### config.mk
export PLATFORM = sky130hd
export DESIGN_NAME = hf_tans_multi_recoder
export DESIGN_NICKNAME = d
export VERILOG_FILES = /design/src/rtl/hf_tans_multi_recoder.sv
export SDC_FILE = /design/constraint.sdc
export NUM_CORES = 1
export LEC_CHECK = 0
export ABC_AREA = 0
export CORE_AREA = 4 4 109 111
export DETAILED_ROUTE_END_ITERATION = 10
export DIE_AREA = 0 0 113 115
export DONT_BUFFER_PORTS = 1
export PLACE_DENSITY = 0.77
export SLEW_MARGIN = 20
export SYNTH_ARGS = -nofsm -noshare
export SYNTH_HDL_FRONTEND = slang
export SYNTH_SLANG_ARGS = --single-unit
### constraint.sdc
create_clock -name PHI -period 9 [get_ports PHI]
set_clock_uncertainty 0.2 [all_clocks]
set_input_delay 0.45 -clock PHI [delete_from_list [all_inputs] [get_ports PHI]]
set_output_delay 0.45 -clock PHI [all_outputs]
set_load 0.03 [all_outputs]
### src/rtl/hf_tans_multi_recoder.sv
// Huffman-to-tANS recoder: gathers Huffman bits into symbols and re-encodes each one as tANS bits.
// Define HF_TANS_STATS_EN to add the sym_count/bit_count statistics outputs.
module hf_tans_multi_recoder #(
  parameter int unsigned R = 3,
  parameter int unsigned NSYM = 3,
  parameter int unsigned MAX_LEN = 2,
  localparam int unsigned L = 1 << R,
  localparam int unsigned CAW = $clog2(2 * NSYM + L),
  localparam int unsigned BW = $clog2(R + 1)
) (
  input  logic           PHI,
  input  logic           RST,
  input  logic           I_F,
  input  logic           i_valid,
  input  logic           i_stream,
  input  logic           i_last,
  output logic           i_ready,
  input  logic           cfg_we,
  input  logic [CAW-1:0] cfg_addr,
  input  logic [15:0]    cfg_data,
  output logic           o_valid,
  input  logic           o_ready,
  output logic [BW-1:0]  BTR,
  output logic [R-1:0]   o_stream,
  output logic [R:0]     final_state,
  output logic           done,
`ifdef HF_TANS_STATS_EN
  output logic [15:0]    sym_count,
  output logic [15:0]    bit_count,
`endif
  output logic           err
);

  localparam int unsigned LW = $clog2(MAX_LEN + 1);
  localparam int unsigned SW = (NSYM > 1) ? $clog2(NSYM) : 1;
  localparam logic [R:0] LINIT = {1'b1, {R{1'b0}}};

  typedef enum logic [1:0] {StIdle, StRun, StStall} state_e;

  state_e             state_q, state_d;
  logic [R:0]         x_q, x_d;
  logic [MAX_LEN-1:0] acc_q, acc_d;
  logic [LW-1:0]      len_q, len_d;
  logic               ov_q, ov_d, done_q, done_d, err_q, err_d;
  logic [BW-1:0]      btr_q, btr_d;
  logic [R-1:0]       ostr_q, ostr_d;
  logic [R:0]         fin_q, fin_d;

  logic [15:0] huff_q [NSYM];
  logic [15:0] fc_q   [NSYM];
  logic [R:0]  enc_q  [L];

  logic               out_block, start, accept, hit;
  logic [R:0]         base_x, next_x;
  logic [MAX_LEN-1:0] base_acc, new_acc;
  logic [LW-1:0]      base_len, new_len;
  logic [SW-1:0]      sym;
  logic [7:0]         f, cum;
  int                 nb;
  logic [31:0]        shifted;
  logic [R-1:0]       emit, idx;

  // Tables are writable only while idle so a running block sees a stable map.
  always_ff @(posedge PHI or negedge RST) begin
    if (!RST) begin
      for (int i = 0; i < NSYM; i++) begin
        huff_q[i] <= '0;
        fc_q[i]   <= '0;
      end
      for (int i = 0; i < L; i++) enc_q[i] <= '0;
    end else if (cfg_we && state_q == StIdle) begin
      for (int i = 0; i < NSYM; i++) begin
        if (cfg_addr == CAW'(i)) huff_q[i] <= cfg_data;
        if (cfg_addr == CAW'(NSYM + i)) fc_q[i] <= cfg_data;
      end
      for (int i = 0; i < L; i++) begin
        if (cfg_addr == CAW'(2 * NSYM + i)) enc_q[i] <= cfg_data[R:0];
      end
    end
  end

  always_comb begin
    out_block = ov_q && !o_ready;
    i_ready   = (state_q == StRun) && !out_block;
    start     = i_valid && I_F && !out_block && (state_q != StStall);
    accept    = start || (i_valid && i_ready);
    base_x    = start ? LINIT : x_q;
    base_acc  = start ? '0 : acc_q;
    base_len  = start ? '0 : len_q;
    new_acc   = (base_acc << 1) | MAX_LEN'(i_stream);
    new_len   = base_len + LW'(1);

    // Descending scan so the lowest matching symbol index wins.
    hit = 1'b0;
    sym = '0;
    for (int s = NSYM - 1; s >= 0; s--) begin
      if (huff_q[s][3:0] == 4'(new_len) && huff_q[s][15:4] == 12'(new_acc)) begin
        hit = 1'b1;
        sym = SW'(s);
      end
    end
    f   = fc_q[sym][7:0];
    cum = fc_q[sym][15:8];

    nb = R;
    for (int k = R; k >= 0; k--) begin
      if ((32'(base_x) >> k) < (32'(f) << 1)) nb = k;
    end
    shifted = 32'(base_x) >> nb;
    emit    = R'(32'(base_x) & ((32'd1 << nb) - 32'd1));
    idx     = R'(32'(cum) + shifted - 32'(f));
    next_x  = enc_q[idx];

    state_d = state_q;
    x_d     = x_q;
    acc_d   = acc_q;
    len_d   = len_q;
    ov_d    = ov_q && !o_ready;
    done_d  = 1'b0;
    err_d   = err_q;
    btr_d   = btr_q;
    ostr_d  = ostr_q;
    fin_d   = fin_q;

    if (accept) begin
      if (start) err_d = 1'b0;
      state_d = StRun;
      x_d     = base_x;
      acc_d   = new_acc;
      len_d   = new_len;
      if (hit) begin
        if (f == 8'd0) begin
          err_d   = 1'b1;
          state_d = StIdle;
        end else begin
          ov_d   = 1'b1;
          btr_d  = BW'(nb);
          ostr_d = emit;
          x_d    = next_x;
          acc_d  = '0;
          len_d  = '0;
          if (i_last) begin
            done_d  = 1'b1;
            fin_d   = next_x;
            state_d = StIdle;
          end
        end
      end else if (i_last || new_len == LW'(MAX_LEN)) begin
        err_d   = 1'b1;
        state_d = StIdle;
      end
    end else if (state_q == StRun && out_block) begin
      state_d = StStall;
    end else if (state_q == StStall && o_ready) begin
      state_d = StRun;
    end
  end

  always_ff @(posedge PHI or negedge RST) begin
    if (!RST) begin
      state_q <= StIdle;
      x_q     <= '0;
      acc_q   <= '0;
      len_q   <= '0;
      ov_q    <= 1'b0;
      done_q  <= 1'b0;
      err_q   <= 1'b0;
      btr_q   <= '0;
      ostr_q  <= '0;
      fin_q   <= '0;
    end else begin
      state_q <= state_d;
      x_q     <= x_d;
      acc_q   <= acc_d;
      len_q   <= len_d;
      ov_q    <= ov_d;
      done_q  <= done_d;
      err_q   <= err_d;
      btr_q   <= btr_d;
      ostr_q  <= ostr_d;
      fin_q   <= fin_d;
    end
  end

  assign o_valid     = ov_q;
  assign done        = done_q;
  assign err         = err_q;
  assign BTR         = btr_q;
  assign o_stream    = ostr_q;
  assign final_state = fin_q;

`ifdef HF_TANS_STATS_EN
  logic [15:0] sym_q, bit_q;
  logic [16:0] bit_sum;

  assign bit_sum = 17'(bit_q) + 17'(btr_q);

  always_ff @(posedge PHI or negedge RST) begin
    if (!RST) begin
      sym_q <= '0;
      bit_q <= '0;
    end else if (start) begin
      sym_q <= '0;
      bit_q <= '0;
    end else if (ov_q && o_ready) begin
      if (sym_q != 16'hFFFF) sym_q <= sym_q + 16'd1;
      bit_q <= bit_sum[16] ? 16'hFFFF : bit_sum[15:0];
    end
  end

  assign sym_count = sym_q;
  assign bit_count = bit_q;
`endif

endmodule

* After elaboration in Yosys (flattened, before gate mapping)
Index checks and enable logic that the tools add are counted.
** Word-level totals
- Bits in registers :: 149
- Bits of input ports :: 28
- Output and inout port bits :: 13
- Word-level logic and storage cells :: 141
** Operators by class
- $add $sub $neg :: 4
- Magnitude comparators :: 5
- Equality and inequality tests :: 23
- Shift-type cells :: 2
- Multiplexer cells :: 42
- Bitwise operators :: 5
- Reduce and logical (&&, ||, !) cells :: 36
** Operator list (number)
- 2-to-1 mux 32 bit :: 2
- equality test 12 x 2 -> 1 bit :: 3
- binary-select mux 16 bit (select 2 bit) :: 1
- left shift 1 x 32 -> 3 bit, first input constant :: 1
- >> shifter 4 x 32 -> 3 bit :: 1
- AND reduction 2 bit :: 14
- equality test 4 bit, second input constant :: 6
- 2-to-1 mux 11 bit :: 2
- 2-to-1 mux 1 bit :: 21
- 2-to-1 mux 2 bit :: 10
- 2-to-1 mux 4 bit :: 5
- equality test 4 x 3 -> 1 bit, second input constant :: 4
- binary-select mux 4 bit (select 3 bit) :: 1
- equality test 4 x 2 -> 1 bit :: 3
- logical AND 1 bit :: 12
- < comparator 2 x 9 -> 1 bit :: 1
- < comparator 3 x 9 -> 1 bit :: 1
- < comparator 4 x 9 -> 1 bit :: 1
- equality test 4 x 2 -> 1 bit, second input constant :: 2
- zero test 8 bit :: 1
- equality test 2 bit, second input constant :: 2
- equality test 4 x 1 -> 1 bit, second input constant :: 1
- >= comparator 4 bit, second input constant :: 1
- zero test 4 bit :: 1
- 18 further kinds :: 20

* Depth between registers and ports, before layout
- Word-level depth :: 29
- Mapped depth :: 35

* Least setup slack after synthesis
OpenSTA, ideal clock, no wires.
- Kind :: register to register
- Start point :: register ov_q, in the netlist o_valid
- End point :: register fin_q[3], in the netlist final_state[3]
- Setup time :: 0.138 ns
- Arrival time :: 7.691 ns
- Data required time :: 8.662 ns
- Setup slack :: 0.971 ns
- Stages on the path, launching flop included :: 31
- Clock period less this slack :: 8.029 ns
- Cell sequence :: dfrtp_1 > nor2b_4 > or3_4 > buf_6 > clkbuf_1 > and2_1 > ha_1 > xor2_1 > nand2_1 > or3_1 > o211ai_1 > o22ai_1 > a2bb2oi_4 > inv_1 > ha_1 > nand2_1 > a31o_2 > a31o_2 > o311a_4 > or2_1 > nor3_2 > mux2i_1 > a2bb2oi_1 > fa_1 > fa_1 > clkbuf_1 > mux2_2 > o21ai_0 > nor2_1 > a2111oi_0 > o21ai_1
** Between the ends
- Longest elaborated chain between the ends :: 26
- Elaborated cells between the ends (all ways) :: 47
- Those cells by class :: add/sub: 3; order compare: 3; eq/ne: 6; shift: 1; mux: 18; bitwise: 4; reduce/logical: 12
** RTL lines
- start: declaration :: line 44 : logic ov_q, ov_d, done_q, done_d, err_q, err_d;
- start signal: assignment :: line 176 : ov_q <= ov_d;
- logical AND 1 bit (*) :: line 83 : out_block = ov_q && !o_ready;
- zero test 1 bit (*) :: line 84, 85
- logical AND 1 bit (2 in a row) :: line 85 : start = i_valid && I_F && !out_block && (state_q != StStall);
- 2-to-1 mux 2 bit / 2-to-1 mux 1 bit (equally long branches) :: line 89, 88
- adder 2 x 1 -> 2 bit / bitwise OR 2 x 1 -> 2 bit (equally long branches) :: line 91, 90
- equality test 4 x 2 -> 1 bit / equality test 12 x 2 -> 1 bit (equally long branches) :: line 97 : if (huff_q[s][3:0] == 4'(new_len) && huff_q[s][15:4] == 12'(new_acc)) begin
- logical AND 1 bit :: line 97
- 2-to-1 mux 2 bit (3 in a row) :: line 97
- [... 5 more ...]
- 2-to-1 mux 1 bit :: line 107 : if ((32'(base_x) >> k) < (32'(f) << 1)) nb = k;
- 2-to-1 mux 32 bit (2 in a row) :: line 107
- >> shifter 4 x 32 -> 3 bit :: line 109 : shifted = 32'(base_x) >> nb;
- adder 3 bit :: line 111 : idx = R'(32'(cum) + shifted - 32'(f));
- subtractor 3 bit :: line 111
- NOT 3 -> 4 bit (implied by the code) :: line 112 : next_x = enc_q[idx];
- binary-select mux 4 bit (select 3 bit) :: line 112
- 2-to-1 mux 4 bit (implied by the code) (2 in a row) :: line 112
- end signal: assignment :: line 181 : fin_q <= fin_d;
- end: declaration :: line 47 : logic [R:0] fin_q, fin_d;
Every way passes the cells marked *; elsewhere a longest branch is shown, timed or not. The select of a mux whose other input is x is not followed.
A chain may end at the register's enable or synchronous reset.

* Final worst setup path
Same ends and word-level chain as after synthesis.

==> reports/results.txt <==
Static leakage - 3.21 nW
Crit Path Category - reg -> reg
Iteration-0 DRC Markers - 468
Final cell count without fillers - 745
Syn avg cell area - 11.9 um2
Layout cells sized above 1 - 0.293
H-tree levels - 4
Tcrit/Tclk final - 0.946
Port buffer count - 0
Worst-Margin Slew - 1080 ps
Vias - 4,933
HPWL after DPL - 10.5 mm
Clk Tree Root Cell - clkbuf_8
CP Launch Type - register
Largest net degree at the start of global routing - 135
Mapped Area - 0.00683 mm2
Synth Flop Type - dfrtp_1
FMAX - 117 MHz
Placer Congestion - 0.891
Area fraction of the dominant cell type after synthesis - 0.491
WL per Instance - 21.3 um
Final hold violation count - 0
First-pass GRT wire length - 25.7 mm
Power Density - 307 mW/mm2
Unique masters post-synth - 69
Synth Warn # - 0
DR vias/cell - 6.62
Async set-reset flop share out of synthesis - 1.00
Max Cap Violations - 0
Die area - 0.0130 mm2
Total CTS buffers - 17
Placed insts - 691
Antenna cells - 0
Final worst slack - 483 ps
Row count - 38
Syn Nets - 608
Worst-Skew Late Latency - 530 ps
Req. time, crit path - 9180 ps
Top Ports - 41
First-pass iteration count of the detailed router - 5
Layout overhead on the synthesized area - 13.8%
Max VDD drop - 153 uV
RSZ-0062 raised after global routing - false
EDFF count, synth - 0
Largest fanout on the critical path - 20
Final ANT Viol Nets - 0
Starting density of the core - 0.633
Final TNS setup - 0 ps
Status - completed
Setup-failing EPs final - 0
Relative slew slack - 0.278
Die Ht - 115 um
Placement Setup Slack - 385 ps
CORE AREA - 0.0108 mm2
Crit path DAT - 8700 ps
Sequential fraction of the synthesis area - 0.491
Clock tree buffer depth - 2
Die Width - 113 um
Crit path time final - 8520 ps
Total power - 0.00238 W
Pins Over Slew Limit - 0
CTS clk-pin slew, worst paths - 70 ps
Initial antenna violation count - 1
Vias in the first global route - 4,881
Clock sink count - 134
Post-Route WL - 15.9 mm
Layout Nets - 626
Global route overflow - 0
Synth Instances - 574
CP endpoint kind - register
Global Route Usage Sum - 0.254
Residual DRC count - 0
Top cells by area, synth - dfrtp_1 49%, mux2_2 18%, nand2_1 2.8%
CTS tree - done
Post-synth top area cell - dfrtp_1
Yosys reg bits - 134
Hold Path Class - in -> reg
==> state kept, by name, indices dropped and copies added, names as in the netlist <==
register and flops:
x_q 4, state_q 2, done 1, huff_q 48, acc_q 1, BTR 2, o_valid 1, err 1
fc_q 33, o_stream 3, final_state 4, len_q 2, enc_q 32
==> cell type report <==
type	count	area, um2
sequential	134	3350
multi-input combinational	398	3310
fill	676	3020
clock buffer	18	428
timing repair buffer	24	250
clock inverter	14	190
tap	140	175
inverter	17	63.8
==> worst max-delay path, stage by stage, from the launching register on <==
cell and delay [ps]:
dfrtp_1 510, nor2b_4 210, or3_4 500, and2_1 200
ha_1 380, xor2_1 180, nand2_1 90, or3_1 430
o211ai_1 330, o22ai_1 190, a2bb2oi_4 340, inv_1 120
ha_1 310, nand2_1 80, a2111oi_0 340, a211oi_1 130
o311a_4 170, or2_1 280, nor3_2 360, mux2i_1 300
a2bb2oi_1 130, fa_1 500, fa_2 760, mux2_2 370
o21ai_0 330, a211oi_1 90, a2111oi_1 440, o21ai_1 120
==> logic make-up after synthesis <==
logic type,after synthesis,share of synthesized area
mux,122,0.212
buf+inv,42,0.0269
xor+xnor,12,0.0194
simple gates,170,0.134
compound gates,88,0.104
flops,134,0.491
fa+ha+maj,6,0.0132
==> where the power goes <==
part / total (W) / switching, W / internal, W / leakage (nW)
combinational: 0.000720 / 0.000365 / 0.000356 / 1.26
clock: 0.000720 / 0.000281 / 0.000439 / 0.295
sequential: 0.000942 / 0.000152 / 0.000790 / 1.66
==> layer usage <==
metal  routed length, um  track usage  part of all wire
met4                 317       0.0809             0.020
met1                6960        0.353              0.44
met5                   7            0           0.00044
met2                7560        0.400              0.48
met3                1050       0.0584             0.066
==> repair_timing <==
item | CTS | global route
hold buffers | 21 | 0
setup endpoints to repair | 0 | 2
endpoints found under the hold margin | 252 | 0
gates resized for setup | 0 | 3
buffers inserted | 0 | 1
==> cell usage in the layout, fill, tap and decap left out, types with 12 or more instances in the layout <==
| master | synthesis | layout |
|---|---|---|
| a21oi_1 | 13 | 13 |
| clkbuf_16 | 0 | 16 |
| dfrtp_1 | 134 | 134 |
| dlygate4sd3_1 | 0 | 20 |
| inv_1 | 17 | 17 |
| mux2_2 | 111 | 111 |
| nand2_1 | 51 | 51 |
| nor2_1 | 28 | 28 |
| nor4_1 | 15 | 15 |
| o21ai_0 | 12 | 12 |
==> final timing paths <==
path | start | endpoint | slack (ps) | cells after the start
worst max-delay path | o_valid | final_state[3] | 480 | 27
worst min-delay path | i_valid | len_q[1] | 40 | 3
worst max register to register | o_valid | final_state[3] | 480 | 27
worst min register to register | enc_q[29] | enc_q[29] | 300 | 1
max in group asynchronous | RST | enc_q[20] | 7750 | 2
min in group asynchronous | RST | huff_q[37] | 360 | 2
==> synth_stat cells (6+ instances only) <==
cell type and n:
nor2_1 28, nor3_1 11, o22ai_1 6, nand4_1 8, nand2_1 51, a21oi_1 13
mux2_2 111, mux4_2 7, or4_1 6, clkbuf_1 17, nand2b_1 7, nand3_1 10
inv_1 17, o2111ai_1 6, o21ai_0 12, nor4_1 15, dfrtp_1 134
==> through the flow <==
step                 util  hold WS [ps]  instance area, um2
detailed placement  0.640         -41.7                6910
floorplan               -         -45.6                6830
finish              0.720          39.7                7770
CTS                 0.719          17.3                7750
global placement    0.640         -40.1                6910
global route        0.720           102                7770
No activity file was read; power rests on OpenSTA's default activity.
